`src/rtl/layer_pkg.sv`:
```
// Package: layer_pkg
// Shared types and constants for the layer stream blocks.
//   tx_state_t  - transmit FSM state (IDLE, SEND, DONE)
//   FIFO_DEPTH  - entries in the output-stage FIFO in front of the stream port
package layer_pkg;

    typedef enum logic [1:0] {
        IDLE = 2'd0,
        SEND = 2'd1,
        DONE = 2'd2
    } tx_state_t;

    localparam int unsigned FIFO_DEPTH = 2;

endpackage

```
`src/rtl/layer_x_stream_tx_if.sv`:
```
// Interface: layer_x_stream_tx_if
// Valid/ready word stream from the vector transmitter to a conv layer input.
//   m_data_out_x  WIDTH  stream data (signed word, passed through unmodified)
//   m_valid_x     1      data valid, driven by the master
//   m_ready_x     1      consumer ready, driven by the slave
// modport master: transmitter side; modport slave: consumer side.
interface layer_x_stream_tx_if #(
    parameter int WIDTH = 16
) ();

    logic [WIDTH-1:0] m_data_out_x;
    logic             m_valid_x;
    logic             m_ready_x;

    modport master (
        output m_data_out_x,
        output m_valid_x,
        input  m_ready_x
    );

    modport slave (
        input  m_data_out_x,
        input  m_valid_x,
        output m_ready_x
    );

endinterface

```
`src/rtl/layer_stream_fifo2.sv`:
```
// Module: layer_stream_fifo2
// Two-entry registered FIFO; the head is always entry 0 so the output is a flop.
//   clk, reset  in   clock, asynchronous active-high reset (clears count and data)
//   push, din   in   write request and data; dropped when full without a pop
//   pop         in   remove head; ignored when empty
//   head        out  oldest entry
//   count       out  occupancy 0..2
//   full, empty out  occupancy flags
module layer_stream_fifo2 #(
    parameter int WIDTH = 16
) (
    input  logic             clk,
    input  logic             reset,
    input  logic             push,
    input  logic             pop,
    input  logic [WIDTH-1:0] din,
    output logic [WIDTH-1:0] head,
    output logic [1:0]       count,
    output logic             full,
    output logic             empty
);

    logic [WIDTH-1:0] e0_q, e1_q;
    logic [1:0]       count_q;
    logic             do_push, do_pop;

    always_comb begin
        do_pop  = pop && (count_q != 2'd0);
        do_push = push && ((count_q != 2'd2) || do_pop);
        head    = e0_q;
        count   = count_q;
        full    = (count_q == 2'd2);
        empty   = (count_q == 2'd0);
    end

    always_ff @(posedge clk or posedge reset) begin
        if (reset) begin
            e0_q    <= '0;
            e1_q    <= '0;
            count_q <= 2'd0;
        end else begin
            unique case ({do_push, do_pop})
                2'b10: begin
                    if (count_q == 2'd0) e0_q <= din;
                    else                 e1_q <= din;
                    count_q <= count_q + 2'd1;
                end
                2'b01: begin
                    // Keep the last word on the head when draining to empty.
                    if (count_q == 2'd2) e0_q <= e1_q;
                    count_q <= count_q - 2'd1;
                end
                2'b11: begin
                    if (count_q == 2'd1) begin
                        e0_q <= din;
                    end else begin
                        e0_q <= e1_q;
                        e1_q <= din;
                    end
                end
                default: ;
            endcase
        end
    end

endmodule

```
`src/rtl/memory.sv`:
```
// Module: memory
// Single-port word buffer with synchronous read (1-cycle latency) and no reset.
//   clk      in   clock
//   wr_en    in   write strobe; writes to addr >= LENX are dropped
//   addr     in   shared read/write address
//   wr_data  in   write data
//   rd_data  out  registered read data for the address seen at the previous edge
module memory #(
    parameter int WIDTH = 16,
    parameter int LENX  = 24,
    parameter int ADDRX = 5
) (
    input  logic             clk,
    input  logic             wr_en,
    input  logic [ADDRX-1:0] addr,
    input  logic [WIDTH-1:0] wr_data,
    output logic [WIDTH-1:0] rd_data
);

    logic [WIDTH-1:0] mem [LENX];
    logic             addr_ok;

    always_comb begin
        addr_ok = (int'(addr) < LENX);
    end

    always_ff @(posedge clk) begin
        if (wr_en && addr_ok) begin
            mem[addr] <= wr_data;
        end
        rd_data <= mem[addr];
    end

endmodule

```
`src/rtl/layer_x_stream_tx.sv`:
```
// Module: layer_x_stream_tx
// Buffers one LENX-word input vector written through a random-access load port and, on
// start, streams it in address order over a valid/ready interface.
//   clk, reset   in   clock, asynchronous active-high reset
//   ld_data_in   in   load-port write data
//   ld_addr      in   load-port write address (0..LENX-1, others ignored)
//   ld_wr_en     in   load-port write strobe, honoured only in IDLE
//   start        in   begin transmitting, honoured only in IDLE
//   busy         out  high in SEND and DONE
//   done         out  one-cycle pulse after the final handshake
//   m_x          master modport: m_data_out_x, m_valid_x out; m_ready_x in
module layer_x_stream_tx
    import layer_pkg::*;
#(
    parameter int WIDTH = 16,
    parameter int LENX  = 24,
    parameter int ADDRX = 5
) (
    input  logic             clk,
    input  logic             reset,
    input  logic [WIDTH-1:0] ld_data_in,
    input  logic [ADDRX-1:0] ld_addr,
    input  logic             ld_wr_en,
    input  logic             start,
    output logic             busy,
    output logic             done,
    layer_x_stream_tx_if.master m_x
);

    // One extra bit so rd_addr can rest at LENX even when LENX is a power of two.
    localparam int CW = ADDRX + 1;

    tx_state_t        state_q, state_d;
    logic [CW-1:0]    rd_addr_q, tx_count_q;
    logic             in_flight_q;

    logic             rd_issue, pop, last_hs;
    logic [1:0]       occupancy;
    logic [ADDRX-1:0] mem_addr;
    logic             mem_we;
    logic [WIDTH-1:0] mem_rd;

    logic [WIDTH-1:0] fifo_head;
    logic [1:0]       fifo_count;
    logic             fifo_full, fifo_empty;

    memory #(
        .WIDTH (WIDTH),
        .LENX  (LENX),
        .ADDRX (ADDRX)
    ) u_buf (
        .clk     (clk),
        .wr_en   (mem_we),
        .addr    (mem_addr),
        .wr_data (ld_data_in),
        .rd_data (mem_rd)
    );

    // A read issued last cycle lands in mem_rd now and is pushed straight in.
    layer_stream_fifo2 #(
        .WIDTH (WIDTH)
    ) u_fifo (
        .clk   (clk),
        .reset (reset),
        .push  (in_flight_q),
        .pop   (pop),
        .din   (mem_rd),
        .head  (fifo_head),
        .count (fifo_count),
        .full  (fifo_full),
        .empty (fifo_empty)
    );

    assign m_x.m_data_out_x = fifo_head;
    assign m_x.m_valid_x    = !fifo_empty;

    always_comb begin
        pop       = !fifo_empty && m_x.m_ready_x;
        occupancy = fifo_count + {1'b0, in_flight_q};
        // A pop this cycle frees a slot; without it the pipe would bubble every other
        // word under continuous ready. Occupancy (FIFO + in-flight) never exceeds 2.
        rd_issue  = (state_q == SEND) && (rd_addr_q < CW'(LENX)) &&
                    ((occupancy < 2'(FIFO_DEPTH)) || pop);
        last_hs   = pop && (tx_count_q == CW'(LENX - 1));
        mem_we    = (state_q == IDLE) && ld_wr_en;
        mem_addr  = (state_q == IDLE) ? ld_addr : rd_addr_q[ADDRX-1:0];
        busy      = (state_q != IDLE);
        done      = (state_q == DONE);

        state_d = state_q;
        unique case (state_q)
            IDLE:    if (start)   state_d = SEND;
            SEND:    if (last_hs) state_d = DONE;
            DONE:    state_d = IDLE;
            default: state_d = IDLE;
        endcase
    end

    always_ff @(posedge clk or posedge reset) begin
        if (reset) begin
            state_q     <= IDLE;
            rd_addr_q   <= '0;
            tx_count_q  <= '0;
            in_flight_q <= 1'b0;
        end else begin
            state_q     <= state_d;
            in_flight_q <= rd_issue;
            if (state_q == IDLE) begin
                rd_addr_q  <= '0;
                tx_count_q <= '0;
            end else begin
                if (rd_issue) rd_addr_q  <= rd_addr_q + 1'b1;
                if (pop)      tx_count_q <= tx_count_q + 1'b1;
            end
        end
    end

    a_no_overflow: assert property (@(posedge clk) disable iff (reset)
        !(fifo_full && in_flight_q));

endmodule

```
`src/flat_wrapper.sv`:
```
// flat-port wrapper written by rule: the top's interface ports become plain ports
module layer_x_stream_tx_flat import layer_pkg::*;
#(
    parameter int WIDTH = 16,
    parameter int LENX  = 24,
    parameter int ADDRX = 5
)
  (clk, reset, ld_data_in, ld_addr, ld_wr_en, start, busy, done, m_x_m_data_out_x, m_x_m_valid_x, m_x_m_ready_x);
  layer_x_stream_tx_if #(.WIDTH(WIDTH)) m_x_i ();
  input  logic clk;
  input  logic reset;
  input  logic [WIDTH-1:0] ld_data_in;
  input  logic [ADDRX-1:0] ld_addr;
  input  logic ld_wr_en;
  input  logic start;
  output logic busy;
  output logic done;
  output wire logic [$bits(m_x_i.m_data_out_x)-1:0] m_x_m_data_out_x;
  output wire logic [$bits(m_x_i.m_valid_x)-1:0] m_x_m_valid_x;
  input wire logic [$bits(m_x_i.m_ready_x)-1:0] m_x_m_ready_x;
  assign m_x_m_data_out_x = m_x_i.m_data_out_x;
  assign m_x_m_valid_x = m_x_i.m_valid_x;
  assign m_x_i.m_ready_x = m_x_m_ready_x;
  layer_x_stream_tx #(.WIDTH(WIDTH), .LENX(LENX), .ADDRX(ADDRX)) u_core (.clk(clk), .reset(reset), .ld_data_in(ld_data_in), .ld_addr(ld_addr), .ld_wr_en(ld_wr_en), .start(start), .busy(busy), .done(done), .m_x(m_x_i));
endmodule
```
`config.mk`:
```
export PLATFORM = sky130hd
export DESIGN_NAME = layer_x_stream_tx_flat
export DESIGN_NICKNAME = d
export VERILOG_FILES = /design/src/rtl/layer_pkg.sv /design/src/rtl/layer_x_stream_tx_if.sv /design/src/rtl/layer_stream_fifo2.sv /design/src/rtl/memory.sv /design/src/rtl/layer_x_stream_tx.sv /design/src/flat_wrapper.sv
export SDC_FILE = /design/constraint.sdc
export NUM_CORES = 1
export LEC_CHECK = 0
export CAP_MARGIN = 0
export CORE_MARGIN = 10
export CORE_UTILIZATION = 55
export CTS_CLUSTER_SIZE = 20
export DETAILED_ROUTE_END_ITERATION = 8
export DONT_BUFFER_PORTS = 1
export PLACE_DENSITY_LB_ADDON = 0.3
export SETUP_SLACK_MARGIN = 0.15
export SYNTH_ARGS = -nofsm -noshare
export SYNTH_HDL_FRONTEND = slang
export SYNTH_SLANG_ARGS = --single-unit
export TNS_END_PERCENT = 10
```
`constraint.sdc`:
```
create_clock -name clk -period 3.2 [get_ports clk]
set_clock_uncertainty 0.05 [all_clocks]
set_input_delay 0.48 -clock clk [delete_from_list [all_inputs] [get_ports clk]]
set_output_delay 0.48 -clock clk [all_outputs]
set_load 0.05 [all_outputs]
```
==> results.md, run 1 <==
- Largest family of logic cells by synthesized area: compound AO/OA/AOI/OAI gates
- Area delta synth->final: 14.2%
- CTS buffer count: 44
- Initial antenna violation count: 2
- Cell chain of the critical path: nor2_4 > mux2_4 > nor2_1 > nand2_1 > buf_4 > o22ai_1 > a311o_1
- Synth top cells by count: edfxtp_1, a22o_1, a22oi_1
- Highest Clock Rate: ~350 MHz
- Max_cap viols: 0
- Crit path capture type: flop
- Layout cells sized above 1: ~17%
- Dpl cell area: about 0.018 sq mm
- Final setup violation count: 0
- Clock buffer depth: 3
- Grt peak-use layer: met2
- Worst Path Arrival: about 3.3 ns
- Startpoint types: flop
- Pwr dens: around 920 mW/mm^2
- Post-synth top flop: edfxtp_1
- DRT Wirelength: between 30 and 40 mm
- Syn Inst Count: 967
- HPWL after DPL: 23.0 mm
- Status: finished clean
- Worst-Skew Late Latency: 0.54 ns
- Post-Synth Simple-Gate Area: 3.48%
- Area of the die: 0.0380 sq mm
- Max Slew Vio Count: 0
- First-pass GRT wire length: 57.5 mm
- Met2 GRT Util: between 30% and 40%
- H-tree Lvls: 2
- CTS tree: done
- Fin area: 0.0192 sq mm
- Xor and xnor area share after synthesis: less than 1%
- Total GRT Usage: between 10% and 20%
- Post-synth top area share: 68.5%
- Adder-cell share of the synthesized area: 0.372%
- Vias in the first global route: 9,321
- WS Path Type: flop to flop
- Setup TNS: 0 ns
- Port Buffer Count: 0
- CP required: 3.62 ns
- DR vias/cell: 6.40
- Area contributors post-synth: edfxtp_1, dfrtp_1, a22o_1
- Core Box Area: 0.0300 sq mm
- Met3 usage: 4.90%
- Post-synth top area cell: edfxtp_1
- Sequential fraction of the synthesis area: 77.7%
- Post-synthesis average cell area: 17.4 sq um
- Final period util: 89.6%
- DRC violations left: 0
- Root buffer cell: clkbuf_16
- Hold Path Class: primary input to asynchronous set/reset pin
- Die width: 195 um
- Wire per inst: ~26 um
- Routability cong.: 0.958
- Max_slew headroom: between 20% and 30%
- Number of flops mapped to enable cells by yosys: 384
- Lkg Pwr: 6.45 nW
- 1st-pass router iterations: 4
- Met1 usage: 25.9%
- Critical path's slowest cell: mux2_4
- Dpl cells: between 1,000 and 1,500
- Synth cell types: 44
- Tmin final: 2.87 ns
- Post-synthesis instance area: approximately 0.017 sq mm
- Vias: roughly 9,300
- Clock transition at the registers of the reported paths: 0.06 ns
- Final antenna-violating net count: 0
- # fillers: between 2,000 and 2,500
- Initial Utilization: 56.2%
- Syn nets: 998
- RSZ-0062 raised after global routing: no
- Maximum number of pins on one net before global-route repair: 61
- FF+latch count, synth: approximately 450
- Synth Warn #: 0
- Worst Path Max Fanout: 22
- Cell Rows: 63
- Initial DRC Count: just under 900
- Grt total ovfl: 0
- Final Non-Filler Cells: 1,452
- Maximum VDD drop: 544 uV
- Antenna Cells: 0
- Multiplexer share of the synthesized area: under 10%
- Compound-gate portion of the synthesized area: 13.5%
- Die Ht: 195 um
- Most common cell in the netlist: edfxtp_1
- Asr flop ratio synth: 10.9%
- Worst stage delay on the critical path: 0.47 ns
- Total Power: around 18 mW
- Final Hold Vio Count: 0
- Io pins: 45
- CTS Sinks: 449
- Nets: 1,059
- Worst-margin pin slew: 1.14 ns
-- critical path, delay by kind of cell (launching register included) --
family                 cells  cell delay, ns
muxes                      1            0.47
AOI/OAI and AO/OA          2            0.66
DFF                        1            0.46
and+or+nand+nor            3            0.82
buffers and inverters      1            0.33
-- state kept, by name, summed over array words and instances (netlist names) --
signal and cells:
u_core.in_flight_q 1, u_core.rd_addr_q 6, u_core.state_q 2, u_core.tx_count_q 6, u_core.u_buf.mem 384, u_core.u_buf.rd_data 16, u_core.u_fifo.count 2, u_core.u_fifo.e1_q 16
u_core.u_fifo.head 16
-- what timing repair did --
item | CTS | global route
endpoints found under the hold margin | 384 | 0
resized for setup | 0 | 0
hold buffers | 16 | 0
setup buffers | 0 | 0
-- layout make-up --
type	count	area, sq um	share of cell area [%]
well taps	390	488	2.54
clock inverters	19	169	0.879
clock buffers	61	1260	6.54
repair buffers	77	706	3.67
flip-flops and latches	449	13100	68.0
inverters	5	18.8	0.0977
multi-input cells	451	3500	18.2
-- path summary, 6_finish.rpt --
path | cells after the start | end | slack, ns | start
worst max-delay path | 7 | u_core.u_buf.rd_data[2] | 0.33 | u_core.state_q[0]
worst min-delay path | 1 | u_core.u_fifo.count[0] | 0.003 | reset
worst max register to register | 7 | u_core.u_buf.rd_data[2] | 0.33 | u_core.state_q[0]
worst min register to register | 1 | u_core.u_fifo.e1_q[9] | 0.44 | u_core.u_buf.rd_data[9]
max in group asynchronous | 1 | u_core.u_fifo.head[2] | 2.47 | reset
min in group clk | 2 | u_core.state_q[0] | 0.07 | start
-- routing by layer --
layer	vias up	wire, um
li1	4097	-
met4	2	812
met2	392	17900
met5	-	16
met1	4737	15800
met3	72	3100
-- stage by stage --
| stage | hold slack, ns | setup WS (ns) | util, % |
|---|---|---|---|
| finish | 0.00299 | 0.334 | 64.2 |
| CTS | 0.0459 | 0.402 | 64.2 |
| floorplan | 0.414 | 0.357 | - |
| detailed placement | 0.439 | 0.420 | 58.9 |
| global route | 0.0820 | 0.183 | 64.2 |
| global placement | 0.425 | 0.429 | 58.9 |
-- cells in the final DEF, fill, tap and decap left out, types with 22 or more instances in the layout --
master | netlist | layout
a22o_1 | 64 | 64
o22ai_1 | 33 | 33
nor2_1 | 56 | 52
dfrtp_1 | 49 | 49
a22oi_1 | 64 | 64
a221oi_1 | 42 | 42
buf_4 | 4 | 54
clkbuf_16 | 0 | 46
a221oi_2 | 22 | 22
nand3_1 | 36 | 36
edfxtp_1 | 384 | 384
-- power breakdown --
part           internal (mW)  leakage [nW]  switching, mW
clock                   2.98         0.704           2.08
combinational           2.04          1.58           3.05
sequential              6.80          4.17          0.710
-- cell families (layout without fill, tap and decap cells) --
group,count (synthesis),after routing
flops,449,449
compound gates,268,268
simple gates,127,127
buf+inv,67,162
mux,42,42
xor+xnor,9,9
fa+ha+maj,5,5
Note: power is estimated with default switching activity, not from simulation.
==> run 2: changes to the inputs <==
--- a/config.mk
+++ b/config.mk
@@ -5,6 +5,7 @@
 export SDC_FILE = /design/constraint.sdc
 export NUM_CORES = 1
 export LEC_CHECK = 0
+export ABC_AREA = 1
 export CAP_MARGIN = 0
 export CORE_MARGIN = 10
 export CORE_UTILIZATION = 55
==> constraint.sdc (replaced) <==
create_clock -name clk -period 3.45 [get_ports clk]
set_clock_uncertainty 0.05 [all_clocks]
set_input_delay 0.5175 -clock clk [delete_from_list [all_inputs] [get_ports clk]]
set_output_delay 0.5175 -clock clk [all_outputs]
set_load 0.05 [all_outputs]
==> results.md, run 2 <==
- Clock buffer depth: 3
- Post-synthesis instance area: ~0.019 sq mm
- Clock share of power: 29.0%
- Initial Utilization: 55.9%
- Layout cells sized above 1: 8.68%
- HPWL after DPL: around 26 mm
- Most common cell in the netlist: nand2_1
- Syn Inst Count: 1,772
- Post-Synth Simple-Gate Area: 24.1%
- CP delay by family, top: simple AND/OR/NAND/NOR gates
- # fillers: 2,595
- Combinational share of power: roughly 30%
- CTS Sinks: 449
- Area of the die: 0.0421 sq mm
- Clock transition at the registers of the reported paths: around 0.060 ns
- Max FFs per register: 384
- 1st-pass router iterations: 5
- Final period util: 79.8%
- Synth cell types: 31
- DRT Wirelength: 47.3 mm
- Worst stage delay on the critical path: 0.51 ns
- Max_slew headroom: between 20% and 30%
- Final Hold Vio Count: 0
- Adder-cell share of the synthesized area: 0.332%
- Xor and xnor area share after synthesis: less than 1%
- Area delta synth->final: 12.5%
- Register area: roughly 0.013 sq mm
- Synth top cells by count: nand2_1, edfxtp_1, nand3_1
- Multiplexer share of the synthesized area: 0.956%
- Reg-to-reg critical path startpoint: u_core.u_fifo.count[1]
- Footprint of the multi-input gates: 0.00516 sq mm
- Worst-Skew Late Latency: 0.56 ns
- Post-CTS setup buffers: 0
- Met2 GRT Util: 34.9%
- Post-synth top area share: 61.2%
- Worst Reg2Reg Path Length in Cells: 10
- Setup WS pre-CTS: between 0.7 and 0.8 ns
- Worst Path Max Fanout: 16
- Critical path's slowest cell: nand2_1
- Met1 usage: 30.3%
- Number of flops mapped to enable cells by yosys: 384
- First-pass GRT wire length: 71.7 mm
- Most frequent cells in the layout: nand2_1, edfxtp_1, nand3_1, buf_4, nor2_1
- CP bufs+invs: 4
- Largest family of logic cells by synthesized area: simple AND/OR/NAND/NOR gates
- Core Box Area: 0.0337 sq mm
- FF+latch count, synth: around 450
- Io pins: 45
- Tmin final: 2.75 ns
- Die width: slightly above 200 um
- Lkg Pwr: 8.57 nW
- Pwr dens: 773 mW/mm^2
- Wire per inst: 20.6 um
- Max_cap viols: 0
- Port Buffer Count: 0
- CTS buffer count: 46
- Initial antenna violation count: 1
- Initial DRC Count: 1,552
- P_sw: 5.96 mW
- Post-synth top flop: edfxtp_1
- Crit path capture type: flop
- CTS tree: done
- Hold Path Class: primary input to flop
- FF-to-FF End: u_core.u_fifo.head[14]
- WHS Endpoint: u_core.u_buf.mem[11][12]
- Flop2flop setup slack: 0.70 ns
- Sequential Power Share: 41.5%
- Die Ht: approximately 210 um
- Highest Clock Rate: 363 MHz
- Commonest non-fill, non-tap cell in the layout: nand2_1
- Status: finished clean
- Maximum number of pins on one net before global-route repair: between 100 and 150
- Area contributors post-synth: edfxtp_1, nand2_1, nand3_1
- Switching share of power: 36.4%
- Cell Rows: 67
- Syn nets: 1,803
- WHS: 0.0157 ns
- Root buffer cell: clkbuf_16
- CP required: around 3.8 ns
- Hold Crit Start: ld_data_in[12]
- Fin area: 0.0212 sq mm
- RSZ-0062 raised after global routing: no
- Dpl cell area: 0.0195 sq mm
- Post-synth top area cell: edfxtp_1
- Nets: 1,840
- Cell chain of the critical path: inv_1 > ha_1 > inv_1 > buf_4 > nand2_1 > inv_1 > nor2_1 > nand2_1 > nand2_1 > mux2_2
- Worst-margin pin slew: 1.06 ns
- Final antenna-violating net count: 0
- Grt peak-use layer: met2
- DR vias/cell: 5.75
- Vias in the first global route: 12,600
- Asr flop ratio synth: between 10% and 20%
- Pint: 10.4 mW
- Sequential fraction of the synthesis area: 69.4%
- Startpoint types: flop
- Hold Path Stages: 0
- Total Power: 16.4 mW
- Biggest register: u_core.u_buf.mem
- Met3 usage: 3.55%
- Max Slew Vio Count: 0
- Grt total ovfl: 0
- WS Path Type: flop to flop
- Setup TNS: 0 ns
- DRC violations left: 0
- Final Non-Filler Cells: 2,294
- Vias: 13,200
- Post-route setup slack: about 0.70 ns
- Fin util: 62.9%
- Dpl cells: 2,180
- H-tree Lvls: 2
- Routability cong.: between 0.8 and 0.9
- Worst Path Arrival: 3.14 ns
- Final setup violation count: 0
- Synth Warn #: 0
- Compound-gate portion of the synthesized area: 1.65%
- Post-synthesis average cell area: 10.6 sq um
- Total GRT Usage: a little over a fifth
- Maximum VDD drop: ~560 uV
==> run 2: cell count changes after synthesis, sizes merged, moves of 25 or more <==
cell / before / now
nand2: 16 / 765
nand3: 36 / 254
a221oi: 64 / 0
a22o: 64 / 0
a22oi: 64 / 0
inv: 5 / 49
o21ai: 3 / 46
o22ai: 33 / 0
buf: 35 / 60
==> run 2: how the worst max path moves through the flow <==
stage	from	to	slack (ns)	cells past startpoint
CTS	u_core.u_fifo.count[0]	u_core.u_fifo.head[14]	0.71	10
finish	u_core.u_fifo.count[1]	u_core.u_fifo.head[14]	0.70	10
global route	u_core.u_fifo.count[0]	u_core.u_fifo.head[0]	0.42	10
detailed placement	u_core.u_fifo.count[0]	u_core.u_fifo.head[7]	0.72	10
floorplan	u_core.state_q[0]	u_core.u_buf.mem[4][0]	0.79	9
global placement	u_core.state_q[1]	u_core.u_buf.rd_data[7]	0.78	13
==> run 2: layout make-up <==
cell class	instances	area share, %
inverters	49	0.867
diodes	2	0.0236
multi-input cells	1174	24.3
flip-flops and latches	449	61.7
well taps	448	2.64
clock buffers	61	5.79
repair buffers	89	3.73
clock inverters	22	0.961
==> run 2: logic make-up after synthesis <==
group	count (synthesis)
and+or+nand+nor	1096
DFF	449
buffers and inverters	149
AOI/OAI and AO/OA	56
muxes	16
adders and majority gates	5
xor gates and xnor gates	1
==> run 2: metal layers <==
| layer | up-vias | part of all wire, % |
|---|---|---|
| met5 | - | 0 |
| met4 | 0 | 2.4 |
| met3 | 78 | 9.4 |
| met2 | 609 | 47 |
| met1 | 6414 | 41 |
| li1 | 6081 | - |
==> run 2: what timing repair did <==
action,in CTS,in global routing
hold buffers,19,10
resized for setup,0,0
hold endpoints to repair,230,12
==> run 2: power groups by stage <==
stage               clock, mW  sequential [mW]  combinational [mW]
floorplan                   0             6.83                3.45
global placement            0             6.91                4.59
detailed placement          0             6.92                4.67
CTS                      4.81             6.81                4.78
global route             5.02             6.84                5.46
finish                   4.76             6.80                4.84
==> run 3: changes to the inputs <==
==> constraint.sdc (replaced) <==
create_clock -name clk -period 2.7 [get_ports clk]
set_clock_uncertainty 0.05 [all_clocks]
set_input_delay 0.405 -clock clk [delete_from_list [all_inputs] [get_ports clk]]
set_output_delay 0.405 -clock clk [all_outputs]
set_load 0.05 [all_outputs]
==> results.md, run 3 (synthesized netlist as in run 2, its figures left out) <==
- Initial Utilization: 55.9%
- Maximum number of pins on one net before global-route repair: about 110
- First-pass GRT wire length: around 70 mm
- Worst-margin pin slew: 1.21 ns
- Dpl cells: 2,180
- Status: finished clean
- CTS tree: done
- Final setup violation count: 0
- Max FFs per register: 384
- Initial DRC Count: 1,597
- H-tree Lvls: 2
- Pwr dens: about 990 mW/mm^2
- Cell Rows: 67
- Routability cong.: 0.872
- WHS: between 0.09 and 0.1 ns
- Vias: 12,800
- Port Buffer Count: 0
- Max_cap viols: 0
- Crit path capture type: flop
- Tmin final: 2.44 ns
- Grt total ovfl: 0
- WS Path Type: flop to flop
- Worst Path Arrival: 2.62 ns
- Die Ht: 205 um
- Total GRT Usage: 21.4%
- Die width: 205 um
- Root buffer cell: clkbuf_16
- Biggest register: u_core.u_buf.mem
- Setup TNS: 0 ns
- Clock transition at the registers of the reported paths: about 0.060 ns
- HPWL after DPL: 27.1 mm
- Final Non-Filler Cells: 2,286
- Initial antenna violation count: 0
- Highest Clock Rate: 409 MHz
- Hold Path Class: primary input to flop
- Area of the die: 0.0421 sq mm
- Most frequent cells in the layout: nand2_1, edfxtp_1, nand3_1, buf_4, nor2_1
- Nets: 1,832
- Core Box Area: 0.0337 sq mm
- Max_slew headroom: slightly below 20%
- Final Hold Vio Count: 0
- Maximum VDD drop: 856 uV
- Final period util: 90.5%
- CTS Sinks: between 400 and 500
- DR vias/cell: 5.62
- Io pins: between 40 and 50
- Startpoint types: flop
- Post-cts sizing count: 0
- CP required: 2.88 ns
- Wire per inst: ~20 um
- RSZ-0062 raised after global routing: yes
- Lkg Pwr: 8.63 nW
- Worst Path Max Fanout: 12
- Layout cells sized above 1: 9.74%
- DRC violations left: 0
- Commonest non-fill, non-tap cell in the layout: nand2_1
- Final antenna-violating net count: 0
- DRT Wirelength: 45.0 mm
- Antenna Cells: 0
- Max Slew Vio Count: 0
- # fillers: 2,600
- Area delta synth->final: 12.7%
- Worst-Skew Late Latency: 0.55 ns
- Clock buffer depth: 3
- CTS buffer count: 46
- Vias in the first global route: 12,500
- 1st-pass router iterations: 5
[run 3: worst paths after layout]
| path | end | start | cells past startpoint | slack [ns] |
|---|---|---|---|---|
| min in group asynchronous | u_core.u_fifo.head[10] | reset | 2 | 0.50 |
| max reg2reg | u_core.u_buf.mem[19][8] | u_core.state_q[0] | 6 | 0.26 |
| min | u_core.u_buf.mem[14][13] | ld_data_in[13] | 1 | 0.1 |
| min reg2reg | u_core.u_fifo.e1_q[14] | u_core.u_buf.rd_data[14] | 2 | 0.42 |
| max in group asynchronous | u_core.u_fifo.e1_q[5] | reset | 2 | 1.48 |
| max | u_core.u_buf.mem[19][8] | u_core.state_q[0] | 6 | 0.26 |
[run 3: layout make-up]
class                   count  area, sq um  area share (%)
repair buffers             81          803            3.78
clock inverters            29          229            1.08
well taps                 448          561            2.64
clock buffers              56         1240            5.83
multi-input cells        1174         5160            24.3
flip-flops and latches    449        13100            61.5
inverters                  49          184           0.865
[run 3: critical path: stages (launching register included)]
cell,delay (ns)
dfrtp_1,0.45
nor2_4,0.09
buf_12,0.14
o21ai_2,0.61
nand3_1,0.31
nor2_1,0.21
buf_4,0.25
[run 3: metrics by stage]
| step | power [mW] | utilization [%] | worst slack [ns] | cell area (sq um) |
|---|---|---|---|---|
| after floorplan | 13.1 | - | 0.0406 | 18900 |
| after global placement | 14.8 | 57.9 | 0.290 | 19500 |
| after detailed placement | 14.9 | 57.9 | 0.248 | 19500 |
| after CTS | 21.2 | 63.0 | 0.234 | 21200 |
| after global routing | 22.3 | 63.1 | 0.130 | 21300 |
| final | 21.1 | 63.1 | 0.258 | 21300 |
[run 3: power by group]
group	switching, mW	internal [mW]
sequential	0.677	8.01
clock	2.58	3.56
combinational	4.38	1.91
total	7.64	13.5
[run 3: repair_timing]
action                                  in CTS  in global routing
hold buffers                                18                  0
buffers inserted                             0                  3
endpoints found under the hold margin      434                  0
endpoints found under the setup margin       0                231
[run 3: metal layers]
metal  up-vias  track usage (%)  part of all wire [%]
li1       6062                -                     -
met1      6097             28.6                    41
met2       598             34.1                    47
met3        83             4.15                   9.1
met4         0             8.03                   2.8
met5         -                0                     0
==> patch 1 (config.mk and constraints of run 1) <==
`LENX` is set to 24 in 3 places; all go to 36.
--- a/src/rtl/memory.sv
+++ b/src/rtl/memory.sv
@@ -8,5 +8,5 @@
 module memory #(
     parameter int WIDTH = 16,
-    parameter int LENX  = 24,
+    parameter int LENX  = 36,
     parameter int ADDRX = 5
 ) (
--- a/src/rtl/layer_x_stream_tx.sv
+++ b/src/rtl/layer_x_stream_tx.sv
@@ -14,5 +14,5 @@
 #(
     parameter int WIDTH = 16,
-    parameter int LENX  = 24,
+    parameter int LENX  = 36,
     parameter int ADDRX = 5
 ) (
--- a/src/flat_wrapper.sv
+++ b/src/flat_wrapper.sv
@@ -3,5 +3,5 @@
 #(
     parameter int WIDTH = 16,
-    parameter int LENX  = 24,
+    parameter int LENX  = 36,
     parameter int ADDRX = 5
 )
Check against the original RTL: same outputs for any inputs over 4 cycles, from zero or initial values and one cycle with reset high; that may be too few to reach the edited logic, so the function may still have changed.
==> patch 1 against run 1 <==
- die area is 25% higher
- critical path type unchanged
- area after synthesis grew 28%
- setup slack worse by 100 ps
- sequential cell count is 128 higher
- power up 23%
- via count rose by 30%
- utilization is 0.24 points lower
- cell area rose by 29%
- sequential share of layout area up 0.45 points
- wire length up 38%
==> patch 1: results <==
synth:
  synth_edf_count: 512
  synth_xor_area_share_pct: 0.408
  muxShareOfSynthArea_pct: 1.95
  synth_top_area_share_pct: 71.6
  synthTopCellsByArea: "edfxtp_1, dfrtp_1, a22o_1"
  syn-num-nets: 1221
  synth_fa_ha_area_share_pct: 0.291
  synth_compound_gate_area_share_pct: 13.9
pwr:
  p_leak_nw: 8.24
  max-vdd-ir-drop_v: 0.000704
  p_seq_mw: 9.39
  p_clk_mw: 6.22
worst_setup_path:
  cp.arrival_ps: 3220
  cp_slowest_cell: "or4_1"
  crit_fanout: 39
  reg2regPathDepth: 6
place:
  dp_hpwl_um: 30100
  placed_area_um2: 22600
grt:
  grt_pass1_wl_um: 77600
  antenna_found_initial: 6
  first_global_vias: 11700
  grt_usage_pct: 21.9
cells_and_area:
  drive_gt1_share_pct: 17.6
  nets: 1300
  nFillCells: 2614
  seq_area_um2: 16900
  largest_reg_flops: 512
cts:
  insertion_delay_ps: 600
  cts_buffers: 55
status:
  status: "complete, no violations"
routing:
  wl_um: 52000
[patch 1: area by class of cell]
cell class	count	area share [%]
Clock buffer	85	6.52
Tap cell	518	2.62
Inverter	5	0.0760
Sequential cell	577	68.5
Clock inverter	19	0.532
Antenna cell	2	0.0203
Multi-Input combinational cell	527	17.0
Timing Repair Buffer	103	4.77
[patch 1: routing by layer]
metal	vias up	routed length (um)	track usage [%]
li1	5166	-	-
met1	6172	21400	31.2
met2	637	24400	33.5
met3	97	4880	4.44
met4	4	1270	6.80
met5	-	26	0
[patch 1: worst register-to-register path, delay by kind of cell (launching register included)]
kind            cells  cell delay, ps
compound gates      1             130
buf+inv             2             470
flops               1             480
simple gates        3            1540
[patch 1: stage by stage]
stage	worst slack, ps	hold WS (ps)	std cells
floorplan	197	414	1190
global placement	337	426	1712
detailed placement	296	435	1712
CTS	246	101	1834
global route	179	115	1834
finish	233	128	1836
==> patch 2 (flow settings as in run 1) <==
Made on the original files. Make the reset (`reset`) synchronous in 2 clocked blocks. Comments in the files are not updated.
--- a/src/rtl/layer_stream_fifo2.sv
+++ b/src/rtl/layer_stream_fifo2.sv
@@ -34,5 +34,5 @@
     end
 
-    always_ff @(posedge clk or posedge reset) begin
+    always_ff @(posedge clk) begin
         if (reset) begin
             e0_q    <= '0;
--- a/src/rtl/layer_x_stream_tx.sv
+++ b/src/rtl/layer_x_stream_tx.sv
@@ -97,5 +97,5 @@
     end
 
-    always_ff @(posedge clk or posedge reset) begin
+    always_ff @(posedge clk) begin
         if (reset) begin
             state_q     <= IDLE;
Function: differs if reset is asserted again (counterexample within 4 cycles, from zero or initial values and one cycle with reset high); with reset held inactive, the same outputs for 4 cycles.
==> patch 2 against run 1 <==
- final cell count grew 1.9%
- utilization fell by 0.32 points
- area after synthesis fell by 1.8%
- wire length decreased by 2.6%
- cell area shrank 1.5%
- setup slack better by 5.4 ps
- global-route usage shrank 0.38 points
- non-clock buffer count increased by 6
- sequential cell count stayed put
- highest routed layer is now met4
Power is not compared: it rests on default switching activity, and its combinational part moved more than twofold at a synthesized area within 25%.
==> patch 2: results <==
worst_setup_path:
  reg2regPathDepth: 5
  crit_fanout: 13
  cp.arrival_ps: 3040
  cp_slowest_cell: "mux2i_1"
  max_stage_delay_ps: 570
cts:
  insertion_delay_ps: 560
  max-clock-path-buffers: 3
synth:
  synth_commonest_cells: "edfxtp_1, nor2_1, dfxtp_1, a221oi_1, a22o_1"
  synth_edf_count: 384
  yosysSeqAreaShare_pct: 77.6
  synthTopCellsByArea: "edfxtp_1, dfxtp_1, a221oi_1"
  async_flop_share_pct: 0
  syn-num-nets: 1022
  syn_area_per_cell_um2: 16.7
routing:
  route.met2.wl_um: 17100
  wl_um: 36600
  routed.top_layer: "met4"
  drtIter0Drc: 1131
  wl_met1_um: 15600
  vias_per_cell: 6.34
  firstDrtPassIters: 8
  routed-wl-met3_um: 3210
cells_and_area:
  fin_area_um2: 18900
  nFillCells: 2061
  top_register: "u_core.u_buf.mem"
  largest_reg_flops: 384
  drive_gt1_share_pct: 13.1
  nets: 1087
worst_hold_path:
  hp-class: "in2reg"
grt:
  grt_pass1_wl_um: 56400
  antenna_found_initial: 0
  met1_usage_pct: 26.3
  first_global_vias: 9287
  grt_usage_pct: 18.9
  grt_max_degree: 68
  use_met3_pct: 4.27
  grt_util_met2_pct: 29.5
pwr:
  p_total_mw: 12.8
status:
  status: "complete, no violations"
timing:
  slew_headroom_pct: 35.1
  whs_ps: 72.1
place:
  pre_cts_slack_ps: 421
  dp.cells: 1381
  dp_hpwl_um: 22200
==> patch 2: cell types whose count changed after synthesis, moves of 30 or more <==
cell and delta:
a21oi_1 +32, a22oi_1 -64, dfxtp_1 +49, a222oi_1 +32, dfrtp_1 -49, nand3_1 -30
==> patch 2: cell families after synthesis <==
family / after synthesis / share of synthesized area [%]
AO/OA/AOI/OAI: 286 / 13.6
XOR/XNOR: 9 / 0.477
adder cells (fa/ha/maj): 5 / 0.378
buffers and inverters: 70 / 1.98
flip-flops: 449 / 77.6
multiplexers: 41 / 2.54
AND/OR/NAND/NOR: 131 / 3.41
==> patch 2: how the worst max path moves through the flow <==
| stage | from | end | slack [ps] | depth (start not counted) |
|---|---|---|---|---|
| CTS | u_core.state_q[0] | u_core.u_buf.mem[4][13] | 360 | 6 |
| global placement | u_core.state_q[0] | u_core.u_buf.rd_data[9] | 480 | 8 |
| global route | u_core.state_q[0] | u_core.u_buf.mem[21][6] | 200 | 6 |
| floorplan | ld_addr[0] | u_core.u_buf.mem[20][0] | 370 | 6 |
| detailed placement | u_core.state_q[0] | u_core.u_buf.mem[6][4] | 420 | 5 |
| finish | u_core.state_q[0] | u_core.u_buf.mem[6][3] | 340 | 5 |
==> patch 2: final cells by class <==
type | instances | share of cell area [%]
well taps | 390 | 2.58
flip-flops and latches | 449 | 67.8
multi-input cells | 472 | 18.1
repair buffers | 83 | 4.17
clock buffers | 53 | 6.05
inverters | 6 | 0.119
clock inverters | 26 | 1.21
==> patch 2: worst reg2reg max path, cell delays in order (launching register included) <==
cell	delay [ps]
dfxtp_1	380
nor2_2	460
mux2i_1	580
nand3_1	440
nor2_1	330
buf_4	310
==> patch 2: timing repair <==
action	CTS	global route
endpoints found under the setup margin	0	10
endpoints found under the hold margin	420	0
hold buffers	17	0
setup buffers	0	2
